$ cat src/rtl/cpld_ram_pkg.sv
// Shared types and widths for the expansion-SRAM host arbiter.
// The FSM encoding, counter widths and SRAM address split live here.
package cpld_ram_pkg;

    localparam int unsigned ADR_W     = 19;
    localparam int unsigned ADRHI_W   = 5;
    localparam int unsigned ADRHI_LSB = ADR_W - ADRHI_W;
    localparam int unsigned WIN_W     = 8;
    localparam int unsigned ACC_W     = 8;
    localparam int unsigned STARVE_W  = 8;

    typedef enum logic [1:0] {
        ST_IDLE   = 2'd0,
        ST_WAIT   = 2'd1,
        ST_ACCESS = 2'd2,
        ST_DONE   = 2'd3
    } arb_state_t;

endpackage

$ cat src/rtl/cpld_ram_window_det.sv
// Samples Z80 MREQ* on every clk edge and reports when the bus has been
// idle for at least WIN_MIN consecutive edges.
module cpld_ram_window_det
    import cpld_ram_pkg::*;
#(
    parameter int unsigned WIN_MIN = 1
) (
    input  logic i_clk,
    input  logic i_reset_b,
    input  logic i_mreq_b,
    output logic o_win_ok
);

    localparam logic [WIN_W-1:0] WIN_MAX = WIN_W'(WIN_MIN);

    logic [WIN_W-1:0] r_win_cnt;

    always_ff @(posedge i_clk or negedge i_reset_b) begin
        if (!i_reset_b) begin
            r_win_cnt <= '0;
        end else if (!i_mreq_b) begin
            r_win_cnt <= '0;
        end else if (r_win_cnt < WIN_MAX) begin
            r_win_cnt <= r_win_cnt + WIN_W'(1);
        end
    end

    assign o_win_ok = (r_win_cnt >= WIN_MAX);

endmodule

$ cat src/rtl/cpld_ram_host_arbiter.sv
// Shares the expansion SRAM between the Z80 (absolute priority) and a host
// port; host cycles slot into MREQ*-idle windows and abort on a CPU cycle.
module cpld_ram_host_arbiter
    import cpld_ram_pkg::*;
#(
    parameter int unsigned ACC_CYCLES   = 2,
    parameter int unsigned WIN_MIN      = 1,
    parameter int unsigned STARVE_LIMIT = 255
) (
    input  logic               clk,
    input  logic               reset_b,
    input  logic               mreq_b,
    input  logic               cpu_ramcs_b,
    input  logic [ADRHI_W-1:0] cpu_ramadrhi,
    input  logic               host_req,
    input  logic               host_we,
    input  logic [ADR_W-1:0]   host_adr,
    input  logic [7:0]         host_wdata,
    output logic               host_ack,
    output logic [7:0]         host_rdata,
    output logic               host_starved,
    output logic               sram_cs_b,
    output logic               sram_oe_b,
    output logic               sram_we_b,
    output logic [ADRHI_W-1:0] sram_adrhi,
    output logic               host_bus_oe,
    input  logic [7:0]         sram_data_in,
    output logic               sram_data_oe
);

    localparam logic [ACC_W-1:0]    ACC_INIT   = ACC_W'(ACC_CYCLES - 1);
    localparam logic [STARVE_W-1:0] STARVE_MAX = STARVE_W'((STARVE_LIMIT > 255) ? 255 : STARVE_LIMIT);
    localparam bit                  WE_FULL    = (ACC_CYCLES == 1);

    arb_state_t          r_state, w_state_nxt;
    logic                r_we;
    logic [ADRHI_W-1:0]  r_adrhi;
    logic [ACC_W-1:0]    r_acc_cnt;
    logic [STARVE_W-1:0] r_starve_cnt;
    logic [STARVE_W-1:0] w_starve_inc;
    logic                r_starved;
    logic [7:0]          r_rdata;
    logic                w_win_ok;
    logic                w_acc_last;
    logic                w_busy;
    logic                w_unused;

    cpld_ram_window_det #(
        .WIN_MIN (WIN_MIN)
    ) u_window_det (
        .i_clk     (clk),
        .i_reset_b (reset_b),
        .i_mreq_b  (mreq_b),
        .o_win_ok  (w_win_ok)
    );

    assign w_acc_last   = (r_acc_cnt == '0);
    assign w_busy       = (r_state == ST_WAIT) || (r_state == ST_ACCESS);
    assign w_starve_inc = (r_starve_cnt == '1) ? r_starve_cnt : r_starve_cnt + STARVE_W'(1);
    // Low address bits and write data reach the SRAM via the external buffers.
    assign w_unused     = ^{host_adr[ADRHI_LSB-1:0], host_wdata};

    always_ff @(posedge clk or negedge reset_b) begin
        if (!reset_b) r_state <= ST_IDLE;
        else          r_state <= w_state_nxt;
    end

    always_comb begin
        w_state_nxt = r_state;
        case (r_state)
            ST_IDLE:   if (host_req) w_state_nxt = ST_WAIT;
            ST_WAIT: begin
                if (!host_req)                w_state_nxt = ST_IDLE;
                else if (w_win_ok && mreq_b)  w_state_nxt = ST_ACCESS;
            end
            ST_ACCESS: begin
                if (!mreq_b)         w_state_nxt = ST_WAIT;
                else if (w_acc_last) w_state_nxt = ST_DONE;
            end
            ST_DONE:   w_state_nxt = ST_IDLE;
            default:   w_state_nxt = ST_IDLE;
        endcase
    end

    always_ff @(posedge clk or negedge reset_b) begin
        if (!reset_b) begin
            r_we         <= 1'b0;
            r_adrhi      <= '0;
            r_acc_cnt    <= '0;
            r_starve_cnt <= '0;
            r_starved    <= 1'b0;
            r_rdata      <= '0;
        end else begin
            if (r_state == ST_IDLE && host_req) begin
                r_we    <= host_we;
                r_adrhi <= host_adr[ADR_W-1:ADRHI_LSB];
            end
            if (r_state == ST_WAIT && w_state_nxt == ST_ACCESS)
                r_acc_cnt <= ACC_INIT;
            else if (r_state == ST_ACCESS && mreq_b && !w_acc_last)
                r_acc_cnt <= r_acc_cnt - ACC_W'(1);
            if (r_state == ST_ACCESS && w_state_nxt == ST_DONE && !r_we)
                r_rdata <= sram_data_in;
            if (r_state == ST_IDLE) r_starve_cnt <= '0;
            else if (w_busy)        r_starve_cnt <= w_starve_inc;
            // Completion wins over a same-edge starve set so the ack cycle shows it cleared.
            if (r_state == ST_ACCESS && w_state_nxt == ST_DONE) r_starved <= 1'b0;
            else if (w_busy && w_starve_inc >= STARVE_MAX)      r_starved <= 1'b1;
        end
    end

    always_comb begin
        host_ack     = (r_state == ST_DONE);
        sram_cs_b    = cpu_ramcs_b;
        sram_adrhi   = cpu_ramadrhi;
        sram_oe_b    = 1'b1;
        sram_we_b    = 1'b1;
        host_bus_oe  = 1'b0;
        sram_data_oe = 1'b0;
        if (r_state == ST_ACCESS && mreq_b) begin
            sram_cs_b   = 1'b0;
            sram_adrhi  = r_adrhi;
            host_bus_oe = 1'b1;
            if (r_we) begin
                sram_data_oe = 1'b1;
                sram_we_b    = w_acc_last && !WE_FULL;
            end else begin
                sram_oe_b = 1'b0;
            end
        end
    end

    assign host_rdata   = r_rdata;
    assign host_starved = r_starved;

endmodule

$ cat config.mk
export PLATFORM = sky130hd
export DESIGN_NAME = cpld_ram_host_arbiter
export DESIGN_NICKNAME = d
export VERILOG_FILES = /design/src/rtl/cpld_ram_pkg.sv /design/src/rtl/cpld_ram_window_det.sv /design/src/rtl/cpld_ram_host_arbiter.sv
export SDC_FILE = /design/constraint.sdc
export NUM_CORES = 1
export LEC_CHECK = 0
export BUFFER_PORTS_ARGS = -buffer_cell sky130_fd_sc_hd__buf_2
export CORE_UTILIZATION = 53
export CTS_BUF_LIST = sky130_fd_sc_hd__clkbuf_8
export CTS_CLUSTER_SIZE = 10
export DETAILED_ROUTE_END_ITERATION = 12
export PLACE_DENSITY_LB_ADDON = 0.25
export SYNTH_ARGS = -nofsm -noshare
export SYNTH_HDL_FRONTEND = slang
export SYNTH_SLANG_ARGS = --single-unit
$ cat constraint.sdc
create_clock -name clk -period 3 [get_ports clk]
set_input_delay 0.15 -clock clk [delete_from_list [all_inputs] [get_ports clk]]
set_output_delay 0.15 -clock clk [all_outputs]
set_load 0.005 [all_outputs]
# After elaboration in Yosys (flattened, before gate mapping)
# Cells that the tools add are included.
dict set report word_totals {
  wordCells 60
  regBits 41
}
dict set report op_classes {
  add_sub_neg 3
  n_mux 23
  n_reduce_logical 16
  n_eq_ne 7
  magnitude_cmp 3
}
# operator count
set op_table {}
lappend op_table {{two-way mux 8 bit} 7}
lappend op_table {{adder 8 x 1 -> 8 bit (second input constant)} 2}
lappend op_table {{two-way mux 2 bit} 5}
lappend op_table {{two-way mux 1 bit} 9}
lappend op_table {{equality test 2 bit (second input constant)} 4}
lappend op_table {{equality test 8 bit (second input constant)} 1}
lappend op_table {{greater-or-equal comparator 8 x 1 -> 1 bit (second input constant)} 1}
lappend op_table {{greater-or-equal comparator 8 bit (second input constant)} 1}
lappend op_table {{logical AND 1 bit} 8}
lappend op_table {{logical NOT 8 bit} 1}
lappend op_table {{less-than comparator 8 x 1 -> 1 bit (second input constant)} 1}
lappend op_table {{case mux 2 bit (4 select lines)} 1}
lappend op_table {{subtractor 8 x 1 -> 8 bit (second input constant)} 1}
lappend op_table {{nonzero test 2 bit} 3}
lappend op_table {{two-way mux 5 bit} 1}
lappend op_table {{equality test 2 x 1 -> 1 bit (second input constant)} 1}
lappend op_table {{logical NOT 1 bit} 2}
lappend op_table {{logical NOT 2 bit} 1}
lappend op_table {{inequality test 2 x 1 -> 1 bit (second input constant)} 1}
lappend op_table {{logical OR 1 bit} 1}

# Longest topological paths before layout
# Gate-level depths: netlist of the first run.
dict set report depth {
  ltp_word 8
  depth_mapped 8
  depth_no_buf 7
}

# Modules after synthesis
# From an unflattened synthesis of the first run, not the netlist that was laid out.
dict set report hier_totals {
  cells_unflattened 215
  area_unflattened_um2 2230.9
}
# mod instances area_per_inst_um2 cells_each
set modules_own_cells {}
lappend modules_own_cells {cpld_ram_host_arbiter 1 1858.0 185}
lappend modules_own_cells {cpld_ram_window_det 1 372.9 30}

# Worst setup path after synthesis of the first run
# OpenSTA, ideal clock, no wires.
dict set report synth_timing {
  path_kind {register to register}
  startpoint {register r_state[1]}
  endpoint {register r_rdata[0] (netlist: host_rdata[0])}
  period_less_slack_ns 2.153
  setup_ns 0.125
  path_stages_with_launch 9
  path_buffers 1
  arrival_ns 2.028
  path_slack_ns 0.847
  t_required_ns 2.875
  cell_sequence {dfrtp_1 inv_1 ha_1 or2b_1 o211ai_1 o311a_4 and4b_1 buf_6 mux2_4}
}
dict set report synth_between {
  elab_chain_cells 6
  elab_cells_between_ends 13
}
# item line
set synth_lines {}
lappend synth_lines {{start, declared} cpld_ram_host_arbiter.sv:35} ;# arb_state_t r_state, w_state_nxt;
lappend synth_lines {{start signal, assigned} cpld_ram_host_arbiter.sv:65} ;# else r_state <= w_state_nxt;
lappend synth_lines {{two-way mux 2 bit (on tied branches)} {cpld_ram_host_arbiter.sv:78, cpld_ram_host_arbiter.sv:74}}
lappend synth_lines {{two-way mux 2 bit (on tied branches)} {cpld_ram_host_arbiter.sv:77, cpld_ram_host_arbiter.sv:73}}
lappend synth_lines {{case mux 2 bit (4 select lines) (*)} cpld_ram_host_arbiter.sv:70} ;# case (r_state)
lappend synth_lines {{named net w_state_nxt[1]} cpld_ram_host_arbiter.sv:35}
lappend synth_lines {{equality test 2 bit (*)} cpld_ram_host_arbiter.sv:102} ;# if (r_state == ST_ACCESS && w_state_nxt == ST_DONE && !r_we)
lappend synth_lines {{logical AND 1 bit (*) (2 in a row)} cpld_ram_host_arbiter.sv:102}
lappend synth_lines {{end signal, assigned} cpld_ram_host_arbiter.sv:103} ;# r_rdata <= sram_data_in;
lappend synth_lines {{end, declared} cpld_ram_host_arbiter.sv:42} ;# logic [7:0] r_rdata;
# Mark *: on every way through the listed nets, which the timed path passes. The rest lies on a longest branch.
# A chain may end at the register's enable or synchronous reset.

# Worst setup path after layout of the first run
dict set report layout_timing {
  startpoint {register r_state[1]}
  endpoint {register r_rdata[2] (netlist: host_rdata[2])}
}
# Same word-level chain as after synthesis.

==> out/metrics.yaml, run 1 <==
cts:
  cts.repair.resized: 0
  cts_tree: "yes"
  clock_latency_ps: 300
  htreeDepth: 2
  clk_pin_slew_worst_paths_ps: 80
  cts_made_buffers: 5
  cts_hold_buf: 1
  cts_buffer_depth: 2
  post-cts-setup-buffers: 0
  cts-root-buf: "clkbuf_8"
  cts_sinks: 41
grt:
  antenna_found_initial: 0
  grt_max_degree: 42
  grt_usage_pct: 21.10
  gr-total-overflow: 0
  grt_pass1_wl_um: 6989
  grt_pass1_vias: 1515
status:
  status: "finished, final reports clean"
min_path:
  hold_path_depth: 2
  worst_hold_path_type: "input pin to flop"
  hold_path_end: "host_rdata[3]$_DFFE_PN0P_"
  hold_start: "sram_data_in[3]"
yosys:
  ys_warn_count: 0
  yosysSeqAreaShare_pct: 45.58
  synth_top_area_cell: "dfrtp_1"
  synth_common_cells: "41 x dfrtp_1, 22 x nor2_1, 16 x nand2_1"
  netlist_top_cells_area: "dfrtp_1 46%, ha_1 5.6%, mux2_2 5.5%"
  syn_area_per_cell_sq_um: 10.62
  yosysUniqueCellTypes: 44
  synth_flop_cell: "dfrtp_1"
  ys_ff_latch: 41
  synth_cells: 212
  synth_top_cell_area_share_pct: 45.58
  netlist_area_sq_um: 2251
  synth.most_common_cell: "dfrtp_1"
  synth-async-reset-ratio_pct: 100.0
  synth_fp_nets: 268
  synth-edff-count: 0
timing:
  rsz0062_at_grt: "false"
  fmax_ghz: 0.3860
  finalSetupViolCount: 0
  drv_slew: 0
  period_share_pct: 86.35
  final_hold_viol_count: 0
  max_slew.worst_pin.slew_ps: 892.8
  slew_headroom_pct: 40.48
  tns_ps: 0
  final.setup_skew_ps: 11.43
  fin_crit_ps: 2590
power:
  p_seq_share_pct: 40.4
  p_switching_uw: 693.4
  power_density_nw_per_um2: 769.3
  p_int_uw: 1342
  clkPwrFrac_pct: 26.2
  p_comb_share_pct: 33.4
  p_leak_uw: 0.001305
  peakVddDrop_uv: 523.4
  swShare_pct: 34.06
  finalPower_uw: 2036
final_layout:
  nNetsFinal: 313
  antenna_cells: 0
  drive_above_1_share_pct: 29.84
  stdcell_count: 308
  stdcell_area_sq_um: 2646
  area_delta_synth_final_pct: 17.57
floorplanning:
  die_h_um: 67.17
  core_sq_um: 4029
  die_x_um: 67.17
  start_util_pct: 55.87
  die_area_sq_um: 4512
  ioPinCount: 66
  rows: 23
route:
  postRouteAntennaNets: 0
  vias: 1701
  drtIter0Drc: 127
  wl_per_cell_um: 13.93
  drt_wl_total_um: 4289
  vias_per_cell: 5.523
  drc: 0
  first_pass_iters: 4
placement:
  place_hpwl_um: 2896
  placed_area_sq_um: 2502
  dp_cells: 299
  finalWeightedCongestion: 0.8195
  place.port_buffers: 43
setup_path:
  required_ps: 3180
  r2r_start: "r_state[1]$_DFF_PN0_"
  crit_buf_inv: 2
  path_class: "flop to flop"
  critPathLaunchType: "flop"
  worstPathCellList: "inv_1, ha_1, or2b_1, o211ai_1, o311a_4, and4b_1, buf_4, mux2_4"
  cpPeakStageDelay_ps: 500
  cp_data_arrival_time_ps: 2770
  cp-end-kind: "flop"
  rr_endpoint: "host_rdata[2]$_DFFE_PN0P_"
  reg2reg_slack_ps: 410
  cp_top_family: "compound AO/OA/AOI/OAI gates"
  r2r_cells: 8
  cp_max_fo: 16
  slowest_stage: "dfrtp_1"
job:
  cap_violations: 0
per-layer routing:
metal / global-route usage [%] / wire length (um)
met5: 0 / 0
met4: 8.777 / 70
met3: 5.574 / 202
met2: 32.00 / 1969
met1: 28.52 / 2047
layout by cell type, fill, tap and decap left out, drive strengths merged, types with 4 or more instances in the layout:
cell type / netlist / routed
o21ai: 5 / 5
and2: 7 / 7
nand4b: 4 / 4
inv: 8 / 8
mux2: 19 / 19
nand2: 16 / 16
nor3: 5 / 5
xor2: 5 / 5
nor2: 22 / 22
ha: 10 / 10
clkbuf: 6 / 5
o22a: 4 / 4
buf: 1 / 44
dfrtp: 41 / 41
a31oi: 6 / 6
a21oi: 8 / 8
nand3: 10 / 10
registers in the layout, summed over array words and instances (netlist names):
| register | flops |
|---|---|
| r_we | 1 |
| host_starved | 1 |
| r_state | 2 |
| r_starve_cnt | 8 |
| r_acc_cnt | 8 |
| r_adrhi | 5 |
| host_rdata | 8 |
| u_window_det.r_win_cnt | 8 |
worst register-to-register path, delay by kind of cell, from the launching register on:
kind,cells,cell delay (ps)
AO/OA/AOI/OAI,2,510
adder cells (fa/ha/maj),1,370
buffers and inverters,2,300
flip-flops,1,500
multiplexers,1,320
AND/OR/NAND/NOR,2,480
worst max-delay path by stage:
stage,startpoint,endpoint,cells after the start
CTS,r_state[1]$_DFF_PN0_,host_rdata[2]$_DFFE_PN0P_,8
global placement,r_state[1]$_DFF_PN0_,host_rdata[1]$_DFFE_PN0P_,8
global route,r_state[1]$_DFF_PN0_,host_rdata[2]$_DFFE_PN0P_,8
detailed placement,r_state[1]$_DFF_PN0_,host_rdata[4]$_DFFE_PN0P_,8
finish,r_state[1]$_DFF_PN0_,host_rdata[2]$_DFFE_PN0P_,8
floorplan,r_state[1]$_DFF_PN0_,host_rdata[0]$_DFFE_PN0P_,8
stage by stage:
stage	utilization [%]	hold slack (ps)	setup slack (ps)
6_report	65.68	75.92	409.6
5_1_grt	65.68	64.29	259.1
4_1_cts	65.68	65.18	381.5
3_5_place_dp	62.11	331.5	397.8
3_3_place_gp	62.11	331.3	468.0
2_1_floorplan	-	-145.6	847.1
layout make-up:
type	instances	area, sq um
Timing Repair Buffer	45	232.7
Tap cell	50	62.56
Fill cell	318	1383
Multi-Input combinational cell	156	1161
Clock buffer	5	68.82
Clock inverter	3	65.06
Sequential cell	41	1026
Inverter	8	30.03
power by group through the flow:
stage                     combinational, uW  clock, uW  sequential (uW)
after global routing                    773        561              845
after detailed placement                679          0              828
final                                   680        533              823
after floorplan                         544          0              794
after global placement                  658          0              825
after CTS                               684        540              822
cell families (layout without fill, tap and decap cells):
logic type	count (synthesis)	in the layout	synth area share [%]
buffers and inverters	15	61	2.835
XOR/XNOR	8	8	3.113
adder cells (fa/ha/maj)	10	10	5.559
AO/OA/AOI/OAI	33	33	10.56
flip-flops	41	41	45.58
multiplexers	21	21	11.73
AND/OR/NAND/NOR	84	84	20.62
Note: power is estimated with default switching activity, not from simulation.
==> run 2, diff against run 1 <==
--- a/config.mk
+++ b/config.mk
@@ -11,6 +11,7 @@
 export CTS_CLUSTER_SIZE = 10
 export DETAILED_ROUTE_END_ITERATION = 12
 export PLACE_DENSITY_LB_ADDON = 0.25
+export RECOVER_POWER = 50
 export SYNTH_ARGS = -nofsm -noshare
 export SYNTH_HDL_FRONTEND = slang
 export SYNTH_SLANG_ARGS = --single-unit
==> out/metrics.yaml, run 2 (synthesis results as in run 1) <==
grt:
  gr-total-overflow: 0  # unchanged
  grt_max_degree: 42  # unchanged
  grt_usage_pct: 21.10  # unchanged
  antenna_found_initial: 0  # unchanged
  grt_pass1_wl_um: 6989  # unchanged
  grt.met1_usage_pct: 28.52  # unchanged
  grt_pass1_vias: 1515  # unchanged
  grtUsageMet2_pct: 32.00  # unchanged
  grtUsageMet3_pct: 5.574  # unchanged
  top_usage_layer: "met2"  # unchanged
job:
  cap_violations: 1  # was 0
setup_path:
  cpPeakStageDelay_ps: 490  # was 500 ps
  required_ps: 3180  # about the same
  cp_max_fo: 16  # unchanged
  path_class: "flop to flop"  # unchanged
  cp_data_arrival_time_ps: 2760  # was 2770 ps
  reg2reg_slack_ps: 420  # was 410 ps
  rr_endpoint: "host_rdata[2]$_DFFE_PN0P_"  # unchanged
  worstPathCellList: "inv_1, ha_1, or2b_1, o211ai_1, o311a_4, and4b_1, buf_4, mux2_4"  # unchanged
  r2r_cells: 8  # unchanged
  slowest_stage: "dfrtp_1"  # unchanged
  critPathLaunchType: "flop"  # unchanged
  r2r_start: "r_state[1]$_DFF_PN0_"  # unchanged
  cp-end-kind: "flop"  # unchanged
power:
  peakVddDrop_uv: 523.5  # was 523.4 uV
  power_density_nw_per_um2: 769.6  # was 769.3 nW/um^2
  p_leak_uw: 0.001270  # was 0.001305 uW
floorplanning:
  start_util_pct: 55.87  # unchanged
  die_x_um: 67.17  # unchanged
  die_h_um: 67.17  # unchanged
  rows: 23  # unchanged
  die_area_sq_um: 4512  # unchanged
  ioPinCount: 66  # unchanged
  core_sq_um: 4029  # unchanged
placement:
  placed_area_sq_um: 2502  # unchanged
  place.port_buffers: 43  # unchanged
  place_hpwl_um: 2896  # unchanged
  finalWeightedCongestion: 0.8195  # unchanged
cts:
  clk_pin_slew_worst_paths_ps: 80  # about the same
  post-cts-setup-buffers: 0  # unchanged
  cts_hold_buf: 1  # unchanged
  cts_buffer_depth: 2  # unchanged
  cts.repair.resized: 0  # unchanged
  clock_latency_ps: 300  # about the same
  cts_made_buffers: 5  # unchanged
  htreeDepth: 2  # unchanged
  cts_tree: "yes"  # unchanged
  cts_sinks: 41  # unchanged
  cts-root-buf: "clkbuf_8"  # unchanged
min_path:
  hold_path_depth: 2  # unchanged
  worst_hold_path_type: "input pin to flop"  # unchanged
  hold_start: "sram_data_in[6]"  # was sram_data_in[3]
  hold_path_end: "host_rdata[6]$_DFFE_PN0P_"  # was host_rdata[3]$_DFFE_PN0P_
timing:
  finalSetupViolCount: 0  # unchanged
  slew_headroom_pct: -42.89  # was 40.48%
  max_slew.worst_pin.slew_ps: 2143  # was 892.8 ps
  fmax_ghz: 0.3875  # was 0.3860 GHz
  fin_crit_ps: 2580  # was 2590 ps
  tns_ps: 0  # unchanged
  final.setup_skew_ps: 9.385  # was 11.43 ps
  period_share_pct: 86.01  # was 86.35%
  rsz0062_at_grt: "false"  # unchanged
  final_hold_viol_count: 0  # unchanged
  drv_slew: 42  # was 0
route:
  postRouteAntennaNets: 0  # unchanged
  first_pass_iters: 4  # unchanged
  drc: 0  # unchanged
  drt_wl_total_um: 4251  # was 4289 um
  wl_per_cell_um: 13.80  # was 13.93 um
  vias_per_cell: 5.513  # was 5.523
  vias: 1698  # was 1,701
  drtIter0Drc: 115  # was 127
status:
  violations: "max-capacitance violations, max-slew violations"
  status: "finished, violations left"  # was finished, final reports clean
final_layout:
  stdcell_area_sq_um: 2636  # was 2646 sq um
  drive_above_1_share_pct: 26.74  # was 29.84%
  area_delta_synth_final_pct: 17.12  # was 17.57%
  antenna_cells: 0  # unchanged
  final_cell_mix: "41 x dfrtp_1, 35 x buf_2, 22 x nor2_1"  # was 43 x buf_2, 41 x dfrtp_1, 22 x nor2_1
  fillers: 321  # was 318
  final_common_cell: "dfrtp_1"  # was buf_2
  nNetsFinal: 313  # unchanged
[run 2: changes by cell type in the layout (fill, tap and decap cells not counted), sizes merged]
cell	change
buf	-8
clkbuf	+8
[run 2: worst max path at each step]
stage | from | endpoint | slack [ps]
after CTS | r_state[1]$_DFF_PN0_ | host_rdata[2]$_DFFE_PN0P_ | 380
after global routing | reset_b | r_adrhi[3]$_DFFE_PN0P_ | 220
after global placement | r_state[1]$_DFF_PN0_ | host_rdata[1]$_DFFE_PN0P_ | 470
after floorplan | r_state[1]$_DFF_PN0_ | host_rdata[0]$_DFFE_PN0P_ | 850
after detailed placement | r_state[1]$_DFF_PN0_ | host_rdata[4]$_DFFE_PN0P_ | 400
final | r_state[1]$_DFF_PN0_ | host_rdata[2]$_DFFE_PN0P_ | 420
[run 2: per-stage QoR]
step	total power [uW]	hold WS [ps]	utilization [%]	setup WS, ps	instances
after global placement	1483	331.3	62.11	468.0	299
after floorplan	1339	-145.6	-	847.1	212
after global routing	2177	64.29	65.43	218.3	308
final	2029	76.85	65.43	419.7	308
after CTS	2046	65.18	65.68	381.5	308
after detailed placement	1507	331.5	62.11	397.8	299
[run 2: layout make-up]
class	instances	area, sq um	share of cell area (%)
multi-input combinational	156	1161	44.04
timing repair buffer	45	222.7	8.448
clock inverter	3	65.06	2.468
inverter	8	30.03	1.139
tap	50	62.56	2.373
sequential	41	1026	38.92
clock buffer	5	68.82	2.610
[run 2: worst max-delay path, delay by kind of cell (launching register included)]
| family | cells | cell delay (ps) |
|---|---|---|
| AO/OA/AOI/OAI | 2 | 510 |
| adder cells (fa/ha/maj) | 1 | 370 |
| buffers and inverters | 2 | 300 |
| flip-flops | 1 | 490 |
| multiplexers | 1 | 310 |
| AND/OR/NAND/NOR | 2 | 480 |
[run 2: where the power goes]
group	switching [uW]	internal, uW
Clock	198	331
Combinational	351	326
Sequential	139	684
[run 2: routing by layer]
layer  vias to the layer above  share of wire (%)
met5                         -                  0
met4                         0                1.8
met3                         9                5.1
met2                        50                 46
met1                       800                 47
li1                        839                  -
